--- src/rtl/mem_arbiter_if.sv ---
`default_nettype none
// ============================================================================
// Module      : mem_arbiter_if
// Description : Cache-side memory request/response channel; master = requester.
// Revision    : 1.0
// ============================================================================
interface mem_arbiter_if #(
    parameter int MEM_ADDR_BITS = 28,
    parameter int DATA_BITS     = 128
);
    logic                     mem_req_val;
    logic                     mem_req_rdy;
    logic [MEM_ADDR_BITS-1:0] mem_req_addr;
    logic                     mem_req_rw;
    logic                     mem_req_data_valid;
    logic                     mem_req_data_ready;
    logic [DATA_BITS-1:0]     mem_req_data_bits;
    logic [DATA_BITS/8-1:0]   mem_req_data_mask;
    logic [1:0]               mem_req_data_offset;
    logic                     mem_resp_val;
    logic                     mem_resp_nack;
    logic [DATA_BITS-1:0]     mem_resp_data;

    modport master (
        output mem_req_val, mem_req_addr, mem_req_rw, mem_req_data_valid,
               mem_req_data_bits, mem_req_data_mask, mem_req_data_offset,
        input  mem_req_rdy, mem_req_data_ready, mem_resp_val, mem_resp_nack,
               mem_resp_data
    );

    modport slave (
        input  mem_req_val, mem_req_addr, mem_req_rw, mem_req_data_valid,
               mem_req_data_bits, mem_req_data_mask, mem_req_data_offset,
        output mem_req_rdy, mem_req_data_ready, mem_resp_val, mem_resp_nack,
               mem_resp_data
    );
endinterface
`default_nettype wire

--- src/rtl/mem_arbiter.sv ---
`default_nettype none
// ============================================================================
// Module      : mem_arbiter
// Description : Two-port icache/dcache arbiter for one memory channel; grant
//               held for a whole transaction. MEM_ARB_RR_EN selects round-robin
//               tie-break, otherwise port 1 wins ties.
// Revision    : 1.0
// ============================================================================
module mem_arbiter #(
    parameter int MEM_ADDR_BITS = 28,
    parameter int DATA_BITS     = 128,
    parameter int REFILL_CYCLES = 4
) (
    input  wire logic     clk,
    input  wire logic     reset,
    mem_arbiter_if.slave  c0,
    mem_arbiter_if.slave  c1,
    mem_arbiter_if.master mem
);
    localparam int                 c_CNT_W     = (REFILL_CYCLES > 1) ? $clog2(REFILL_CYCLES) : 1;
    localparam logic [c_CNT_W-1:0] c_LAST_BEAT = c_CNT_W'(REFILL_CYCLES - 1);

    typedef enum logic [1:0] {
        S_IDLE  = 2'd0,
        S_REQ   = 2'd1,
        S_WDATA = 2'd2,
        S_RESP  = 2'd3
    } state_t;

    state_t               r_state, w_state_nxt;
    logic                 r_grant, w_grant_nxt;
    logic [c_CNT_W-1:0]   r_beat_cnt, w_beat_cnt_nxt;
    logic                 r_is_wr, w_is_wr_nxt;
`ifdef MEM_ARB_RR_EN
    logic                 r_rr_last;
`endif

    logic                     w_own_val;
    logic [MEM_ADDR_BITS-1:0] w_own_addr;
    logic                     w_own_rw;
    logic                     w_own_dv;
    logic [DATA_BITS-1:0]     w_own_bits;
    logic [DATA_BITS/8-1:0]   w_own_mask;
    logic [1:0]               w_own_offset;

    assign w_own_val    = r_grant ? c1.mem_req_val         : c0.mem_req_val;
    assign w_own_addr   = r_grant ? c1.mem_req_addr        : c0.mem_req_addr;
    assign w_own_rw     = r_grant ? c1.mem_req_rw          : c0.mem_req_rw;
    assign w_own_dv     = r_grant ? c1.mem_req_data_valid  : c0.mem_req_data_valid;
    assign w_own_bits   = r_grant ? c1.mem_req_data_bits   : c0.mem_req_data_bits;
    assign w_own_mask   = r_grant ? c1.mem_req_data_mask   : c0.mem_req_data_mask;
    assign w_own_offset = r_grant ? c1.mem_req_data_offset : c0.mem_req_data_offset;

    logic w_fwd, w_resp_phase, w_req_hs, w_wd_hs, w_pick, w_done;

    // Outputs are gated by reset so nothing leaks while the state register is stale.
    assign w_fwd        = !reset && (r_state == S_REQ || r_state == S_WDATA);
    assign w_resp_phase = !reset && (r_state == S_RESP);
    assign w_req_hs     = w_own_val && mem.mem_req_rdy;
    assign w_wd_hs      = w_own_dv && mem.mem_req_data_ready;
    assign w_done       = (r_state != S_IDLE) && (w_state_nxt == S_IDLE);

`ifdef MEM_ARB_RR_EN
    assign w_pick = (c0.mem_req_val && c1.mem_req_val) ? ~r_rr_last : c1.mem_req_val;
`else
    assign w_pick = c1.mem_req_val;
`endif

    always_comb begin
        mem.mem_req_val         = 1'b0;
        mem.mem_req_addr        = '0;
        mem.mem_req_rw          = 1'b0;
        mem.mem_req_data_valid  = 1'b0;
        mem.mem_req_data_bits   = '0;
        mem.mem_req_data_mask   = '0;
        mem.mem_req_data_offset = '0;
        c0.mem_req_rdy          = 1'b0;
        c0.mem_req_data_ready   = 1'b0;
        c0.mem_resp_val         = 1'b0;
        c0.mem_resp_nack        = 1'b0;
        c1.mem_req_rdy          = 1'b0;
        c1.mem_req_data_ready   = 1'b0;
        c1.mem_resp_val         = 1'b0;
        c1.mem_resp_nack        = 1'b0;
        c0.mem_resp_data        = reset ? '0 : mem.mem_resp_data;
        c1.mem_resp_data        = reset ? '0 : mem.mem_resp_data;
        if (w_fwd) begin
            mem.mem_req_val         = w_own_val;
            mem.mem_req_addr        = w_own_addr;
            mem.mem_req_rw          = w_own_rw;
            mem.mem_req_data_valid  = w_own_dv;
            mem.mem_req_data_bits   = w_own_bits;
            mem.mem_req_data_mask   = w_own_mask;
            mem.mem_req_data_offset = w_own_offset;
            if (r_grant) begin
                c1.mem_req_rdy        = mem.mem_req_rdy;
                c1.mem_req_data_ready = mem.mem_req_data_ready;
            end else begin
                c0.mem_req_rdy        = mem.mem_req_rdy;
                c0.mem_req_data_ready = mem.mem_req_data_ready;
            end
        end
        if (w_resp_phase) begin
            if (r_grant) begin
                c1.mem_resp_val  = mem.mem_resp_val;
                c1.mem_resp_nack = mem.mem_resp_nack;
            end else begin
                c0.mem_resp_val  = mem.mem_resp_val;
                c0.mem_resp_nack = mem.mem_resp_nack;
            end
        end
    end

    always_comb begin
        w_state_nxt    = r_state;
        w_grant_nxt    = r_grant;
        w_beat_cnt_nxt = r_beat_cnt;
        w_is_wr_nxt    = r_is_wr;
        case (r_state)
            S_IDLE: begin
                if (c0.mem_req_val || c1.mem_req_val) begin
                    w_grant_nxt = w_pick;
                    w_state_nxt = S_REQ;
                end
            end
            S_REQ: begin
                if (w_req_hs) begin
                    w_is_wr_nxt = w_own_rw;
                    if (!w_own_rw) begin
                        w_beat_cnt_nxt = '0;
                        w_state_nxt    = S_RESP;
                    end else if (w_wd_hs) begin
                        w_state_nxt = S_IDLE;
                    end else begin
                        w_state_nxt = S_WDATA;
                    end
                end
            end
            S_WDATA: begin
                if (w_wd_hs) begin
                    w_state_nxt = S_IDLE;
                end
            end
            S_RESP: begin
                // A nack keeps the grant so the owner's retry is served before anyone else.
                if (mem.mem_resp_nack) begin
                    w_state_nxt = S_REQ;
                end else if (mem.mem_resp_val && !r_is_wr) begin
                    w_beat_cnt_nxt = (r_beat_cnt == c_LAST_BEAT) ? '0 : r_beat_cnt + 1'b1;
                    if (r_beat_cnt == c_LAST_BEAT) begin
                        w_state_nxt = S_IDLE;
                    end
                end
            end
            default: w_state_nxt = S_IDLE;
        endcase
    end

    always_ff @(posedge clk) begin
        if (reset) begin
            r_state    <= S_IDLE;
            r_grant    <= 1'b0;
            r_beat_cnt <= '0;
            r_is_wr    <= 1'b0;
        end else begin
            r_state    <= w_state_nxt;
            r_grant    <= w_grant_nxt;
            r_beat_cnt <= w_beat_cnt_nxt;
            r_is_wr    <= w_is_wr_nxt;
        end
    end

`ifdef MEM_ARB_RR_EN
    always_ff @(posedge clk) begin
        if (reset) begin
            r_rr_last <= 1'b1;
        end else if (w_done) begin
            r_rr_last <= r_grant;
        end
    end
`else
    logic w_unused_done;
    assign w_unused_done = w_done;
`endif

endmodule
`default_nettype wire

--- src/flat_wrapper.sv ---
// flat-port wrapper written by rule: the top's interface ports become plain ports
module mem_arbiter_flat 
#(
    parameter int MEM_ADDR_BITS = 28,
    parameter int DATA_BITS     = 128,
    parameter int REFILL_CYCLES = 4
)
  (clk, reset, c0_mem_req_val, c0_mem_req_addr, c0_mem_req_rw, c0_mem_req_data_valid, c0_mem_req_data_bits, c0_mem_req_data_mask, c0_mem_req_data_offset, c0_mem_req_rdy, c0_mem_req_data_ready, c0_mem_resp_val, c0_mem_resp_nack, c0_mem_resp_data, c1_mem_req_val, c1_mem_req_addr, c1_mem_req_rw, c1_mem_req_data_valid, c1_mem_req_data_bits, c1_mem_req_data_mask, c1_mem_req_data_offset, c1_mem_req_rdy, c1_mem_req_data_ready, c1_mem_resp_val, c1_mem_resp_nack, c1_mem_resp_data, mem_mem_req_val, mem_mem_req_addr, mem_mem_req_rw, mem_mem_req_data_valid, mem_mem_req_data_bits, mem_mem_req_data_mask, mem_mem_req_data_offset, mem_mem_req_rdy, mem_mem_req_data_ready, mem_mem_resp_val, mem_mem_resp_nack, mem_mem_resp_data);
  mem_arbiter_if #(.MEM_ADDR_BITS(MEM_ADDR_BITS), .DATA_BITS(DATA_BITS)) c0_i ();
  mem_arbiter_if #(.MEM_ADDR_BITS(MEM_ADDR_BITS), .DATA_BITS(DATA_BITS)) c1_i ();
  mem_arbiter_if #(.MEM_ADDR_BITS(MEM_ADDR_BITS), .DATA_BITS(DATA_BITS)) mem_i ();
  input  wire logic clk;
  input  wire logic reset;
  input wire logic [$bits(c0_i.mem_req_val)-1:0] c0_mem_req_val;
  input wire logic [$bits(c0_i.mem_req_addr)-1:0] c0_mem_req_addr;
  input wire logic [$bits(c0_i.mem_req_rw)-1:0] c0_mem_req_rw;
  input wire logic [$bits(c0_i.mem_req_data_valid)-1:0] c0_mem_req_data_valid;
  input wire logic [$bits(c0_i.mem_req_data_bits)-1:0] c0_mem_req_data_bits;
  input wire logic [$bits(c0_i.mem_req_data_mask)-1:0] c0_mem_req_data_mask;
  input wire logic [$bits(c0_i.mem_req_data_offset)-1:0] c0_mem_req_data_offset;
  output wire logic [$bits(c0_i.mem_req_rdy)-1:0] c0_mem_req_rdy;
  output wire logic [$bits(c0_i.mem_req_data_ready)-1:0] c0_mem_req_data_ready;
  output wire logic [$bits(c0_i.mem_resp_val)-1:0] c0_mem_resp_val;
  output wire logic [$bits(c0_i.mem_resp_nack)-1:0] c0_mem_resp_nack;
  output wire logic [$bits(c0_i.mem_resp_data)-1:0] c0_mem_resp_data;
  input wire logic [$bits(c1_i.mem_req_val)-1:0] c1_mem_req_val;
  input wire logic [$bits(c1_i.mem_req_addr)-1:0] c1_mem_req_addr;
  input wire logic [$bits(c1_i.mem_req_rw)-1:0] c1_mem_req_rw;
  input wire logic [$bits(c1_i.mem_req_data_valid)-1:0] c1_mem_req_data_valid;
  input wire logic [$bits(c1_i.mem_req_data_bits)-1:0] c1_mem_req_data_bits;
  input wire logic [$bits(c1_i.mem_req_data_mask)-1:0] c1_mem_req_data_mask;
  input wire logic [$bits(c1_i.mem_req_data_offset)-1:0] c1_mem_req_data_offset;
  output wire logic [$bits(c1_i.mem_req_rdy)-1:0] c1_mem_req_rdy;
  output wire logic [$bits(c1_i.mem_req_data_ready)-1:0] c1_mem_req_data_ready;
  output wire logic [$bits(c1_i.mem_resp_val)-1:0] c1_mem_resp_val;
  output wire logic [$bits(c1_i.mem_resp_nack)-1:0] c1_mem_resp_nack;
  output wire logic [$bits(c1_i.mem_resp_data)-1:0] c1_mem_resp_data;
  output wire logic [$bits(mem_i.mem_req_val)-1:0] mem_mem_req_val;
  output wire logic [$bits(mem_i.mem_req_addr)-1:0] mem_mem_req_addr;
  output wire logic [$bits(mem_i.mem_req_rw)-1:0] mem_mem_req_rw;
  output wire logic [$bits(mem_i.mem_req_data_valid)-1:0] mem_mem_req_data_valid;
  output wire logic [$bits(mem_i.mem_req_data_bits)-1:0] mem_mem_req_data_bits;
  output wire logic [$bits(mem_i.mem_req_data_mask)-1:0] mem_mem_req_data_mask;
  output wire logic [$bits(mem_i.mem_req_data_offset)-1:0] mem_mem_req_data_offset;
  input wire logic [$bits(mem_i.mem_req_rdy)-1:0] mem_mem_req_rdy;
  input wire logic [$bits(mem_i.mem_req_data_ready)-1:0] mem_mem_req_data_ready;
  input wire logic [$bits(mem_i.mem_resp_val)-1:0] mem_mem_resp_val;
  input wire logic [$bits(mem_i.mem_resp_nack)-1:0] mem_mem_resp_nack;
  input wire logic [$bits(mem_i.mem_resp_data)-1:0] mem_mem_resp_data;
  assign c0_i.mem_req_val = c0_mem_req_val;
  assign c0_i.mem_req_addr = c0_mem_req_addr;
  assign c0_i.mem_req_rw = c0_mem_req_rw;
  assign c0_i.mem_req_data_valid = c0_mem_req_data_valid;
  assign c0_i.mem_req_data_bits = c0_mem_req_data_bits;
  assign c0_i.mem_req_data_mask = c0_mem_req_data_mask;
  assign c0_i.mem_req_data_offset = c0_mem_req_data_offset;
  assign c0_mem_req_rdy = c0_i.mem_req_rdy;
  assign c0_mem_req_data_ready = c0_i.mem_req_data_ready;
  assign c0_mem_resp_val = c0_i.mem_resp_val;
  assign c0_mem_resp_nack = c0_i.mem_resp_nack;
  assign c0_mem_resp_data = c0_i.mem_resp_data;
  assign c1_i.mem_req_val = c1_mem_req_val;
  assign c1_i.mem_req_addr = c1_mem_req_addr;
  assign c1_i.mem_req_rw = c1_mem_req_rw;
  assign c1_i.mem_req_data_valid = c1_mem_req_data_valid;
  assign c1_i.mem_req_data_bits = c1_mem_req_data_bits;
  assign c1_i.mem_req_data_mask = c1_mem_req_data_mask;
  assign c1_i.mem_req_data_offset = c1_mem_req_data_offset;
  assign c1_mem_req_rdy = c1_i.mem_req_rdy;
  assign c1_mem_req_data_ready = c1_i.mem_req_data_ready;
  assign c1_mem_resp_val = c1_i.mem_resp_val;
  assign c1_mem_resp_nack = c1_i.mem_resp_nack;
  assign c1_mem_resp_data = c1_i.mem_resp_data;
  assign mem_mem_req_val = mem_i.mem_req_val;
  assign mem_mem_req_addr = mem_i.mem_req_addr;
  assign mem_mem_req_rw = mem_i.mem_req_rw;
  assign mem_mem_req_data_valid = mem_i.mem_req_data_valid;
  assign mem_mem_req_data_bits = mem_i.mem_req_data_bits;
  assign mem_mem_req_data_mask = mem_i.mem_req_data_mask;
  assign mem_mem_req_data_offset = mem_i.mem_req_data_offset;
  assign mem_i.mem_req_rdy = mem_mem_req_rdy;
  assign mem_i.mem_req_data_ready = mem_mem_req_data_ready;
  assign mem_i.mem_resp_val = mem_mem_resp_val;
  assign mem_i.mem_resp_nack = mem_mem_resp_nack;
  assign mem_i.mem_resp_data = mem_mem_resp_data;
  mem_arbiter #(.MEM_ADDR_BITS(MEM_ADDR_BITS), .DATA_BITS(DATA_BITS), .REFILL_CYCLES(REFILL_CYCLES)) u_core (.clk(clk), .reset(reset), .c0(c0_i), .c1(c1_i), .mem(mem_i));
endmodule
--- config.mk ---
export PLATFORM = sky130hd
export DESIGN_NAME = mem_arbiter_flat
export DESIGN_NICKNAME = d
export VERILOG_FILES = /design/src/rtl/mem_arbiter_if.sv /design/src/rtl/mem_arbiter.sv /design/src/flat_wrapper.sv
export SDC_FILE = /design/constraint.sdc
export NUM_CORES = 1
export LEC_CHECK = 0
export ABC_AREA = 1
export BUFFER_PORTS_ARGS = -buffer_cell sky130_fd_sc_hd__buf_2
export CORE_AREA = 3 3 360 362
export CTS_BUF_LIST = sky130_fd_sc_hd__clkbuf_4 sky130_fd_sc_hd__clkbuf_8 sky130_fd_sc_hd__clkbuf_16
export DETAILED_ROUTE_END_ITERATION = 16
export DIE_AREA = 0 0 363 365
export SYNTH_ARGS = -nofsm -noshare
export SYNTH_HDL_FRONTEND = slang
export SYNTH_SLANG_ARGS = --single-unit
--- constraint.sdc ---
create_clock -name clk -period 3.3 [get_ports clk]
set_input_delay 0.165 -clock clk [delete_from_list [all_inputs] [get_ports clk]]
set_output_delay 0.165 -clock clk [all_outputs]
set_load 0.005 [all_outputs]
==> out/qor.csv <==
metric,value,unit
status,"complete, no violations",
pre-CTS WS,0.9580,ns
number of I/O port buffers,928,
via count,10380,
P_leak,6.493,nW
total grt overflow,0,
maximum vdd drop,0.0002004,V
pwr/cell area,365.4,nW/um^2
Rel. slew slack,50.35,%
Die Area,132500,um^2
Max Root-Sink Buffers,2,
drt drc,0,
Final period util,82.37,%
CP required,3.13,ns
cell taking the most area after synthesis,nand2_1,
die height,365,um
Mapped Area,5069,um^2
IO Count,929,
PnR worst setup slack,0.5818,ns
Final Hold Viols,0,
initial antenna violation count,146,
vias per cell,2.931,
Util after Layout,8.531,%
CTS tree,yes,
Sinks on Clock Net,6,
Startpoint Class,register,
Net Sw Power,2.600,mW
CTS H-tree depth,1,
final WL,102.6,mm
Switching Share,65.66,%
arrival time worst endpoint,2.55,ns
top cell type's share of synthesized area,27.62,%
nets@finish,2314,
"top cells by count, synth","373 x nand2_1, 180 x a21oi_1, 147 x inv_1, 139 x nor2_1, 138 x buf_4",
register area,123.9,um^2
logic gate share of total power,90.3,%
Fillers,15160,
"FF+latch count, synth",6,
crit-path max FO,110,
"Net Count, Synth",1572,
Int Pwr,1.360,mW
final setup TNS,0,ns
First DRT Iteration DRCs,692,
root buffer cell,clkbuf_16,
RSZ-0062 raised after global routing,no,
area grow syn2layout,113.8,%
"Clk Latency, worst-skew pair",0.23,ns
Final ANT Viol Nets,0,
hold buffer count at cts,0,
CTS buffer count,3,
Total GRT Usage,14.44,%
GPL Wtd Cong,0.9676,
row count,131,
Multi-input gate area,3068,um^2
vias in the first global route,9158,
Flop pwr share,4.3,%
async set-reset flop share out of synthesis,0,%
FF-to-FF setup slack,1.15,ns
DP HPWL,96.10,mm
Setup Crit Path Kind,register to output port,
CP Capture Type,output port,
Final Slew Violations,0,
Syn Area/Cell,4.702,um^2
Final Setup Violations,0,
Max Clock Skew,0.001440,ns
Tightest Hold Check Type,input pin to register,
yosys warns,0,
Post-synth top flop,dfxtp_1,
Worst-Margin Slew,0.7448,ns
top area cells in the synthesized netlist,"nand2_1 28%, buf_4 20%, a21oi_1 18%",
Final min period,2.718,ns
Die W,363,um
initial core utilization,3.990,%
largest net degree at the start of global routing,119,
clock power share,5.5,%
count of flip-flops with a built-in enable after synthesis,0,
Post-CTS Setup Inserts,0,
unique cell type count in the Yosys netlist,21,
CORE AREA,127000,um^2
Detailed Routing Iterations Pass 1,5,
share of layout cells above drive strength 1,52.34,%
first-pass GRT wire length,119.0,mm
"Seq/Total Area, Yosys",2.370,%
post-cts resize count,0,
clk slew on worst S/H paths,0.04,ns
Max-cap violations,0,
f_max,367.9,MHz
top-count cell post-synth,nand2_1,
Wirelength per Cell,28.98,um
Synth Instances,1078,
==> per-stage QoR <==
step	instance area (um^2)	power (mW)	std cells	hold WS (ns)
final	10840	3.960	3540	0.1850
after global routing	10720	4.335	3495	0.2035
after CTS	10690	4.085	3481	0.1888
after detailed placement	10610	3.850	3477	0.4302
after global placement	10610	3.826	3477	0.4203
after floorplan	5069	1.770	1078	0.3102
==> final cells by class <==
cell class              count  share of cell area, %
inverters                 149                  5.230
diodes                     59                  1.362
well taps                1662                  19.19
flip-flops and latches      6                  1.143
multi-input cells         723                  28.31
clock buffers               4                 0.7620
repair buffers            937                  44.00
==> cell usage in the layout, fill, tap and decap left out, drive strengths merged <==
cell type | synthesis | layout
a21boi | 1 | 1
a21oi | 180 | 180
a31o | 1 | 1
buf | 198 | 937
clkbuf | 2 | 4
dfxtp | 6 | 6
diode | 0 | 59
ha | 6 | 6
inv | 149 | 149
nand2 | 376 | 376
nand3 | 8 | 8
nand4 | 2 | 2
nor2 | 139 | 139
nor3 | 7 | 7
o21ai | 3 | 3
==> per-layer routing <==
| metal | vias up | track usage (%) | wire length, um |
|---|---|---|---|
| met1 | 4630 | 14.77 | 35060 |
| met3 | 177 | 13.52 | 21540 |
| met5 | - | 0 | 645 |
| li1 | 4698 | - | - |
| met4 | 96 | 1.526 | 1461 |
| met2 | 776 | 22.24 | 43900 |
==> sequential cells by signal (all words and copies together) (netlist names) <==
signal and cells:
u_core.r_state 2, u_core.r_beat_cnt 2, u_core.r_grant 1, u_core.r_is_wr 1
==> power by group through the flow <==
stage | Sequential, mW | Combinational (mW) | Clock (mW)
floorplan | 0.111 | 1.66 | 0
global placement | 0.166 | 3.66 | 0
detailed placement | 0.171 | 3.68 | 0
CTS | 0.170 | 3.70 | 0.218
global route | 0.179 | 3.93 | 0.223
finish | 0.170 | 3.57 | 0.216
==> worst max-delay path, cell delays in order (launching register included) <==
cell     delay, ns
dfxtp_4       0.50
inv_8         0.53
nand2_1       0.31
a21oi_1       0.57
buf_2         0.26
==> cells by family (layout without fill, tap and decap cells) <==
family / after synthesis / after routing / share of synthesized area [%]
adders and majority gates: 6 / 6 / 1.481
other: 0 / 59 / 0
AOI/OAI and AO/OA: 185 / 185 / 18.46
and+or+nand+nor: 532 / 532 / 40.31
DFF: 6 / 6 / 2.370
buffers and inverters: 349 / 1090 / 37.37
==> path summary, 6_finish.rpt <==
kind | from | to | cells after the start
hold / removal | reset | u_core.r_beat_cnt[0]$_SDFFE_PP0P_ | 2
setup reg to reg | u_core.r_grant$_SDFFE_PP0P_ | u_core.r_state[1]$_SDFFE_PP0P_ | 8
setup / recovery | u_core.r_grant$_SDFFE_PP0P_ | mem_mem_req_data_bits[112] | 4
hold reg to reg | u_core.r_is_wr$_SDFFE_PP0P_ | u_core.r_is_wr$_SDFFE_PP0P_ | 2
Power figures use the tool's default switching activity.
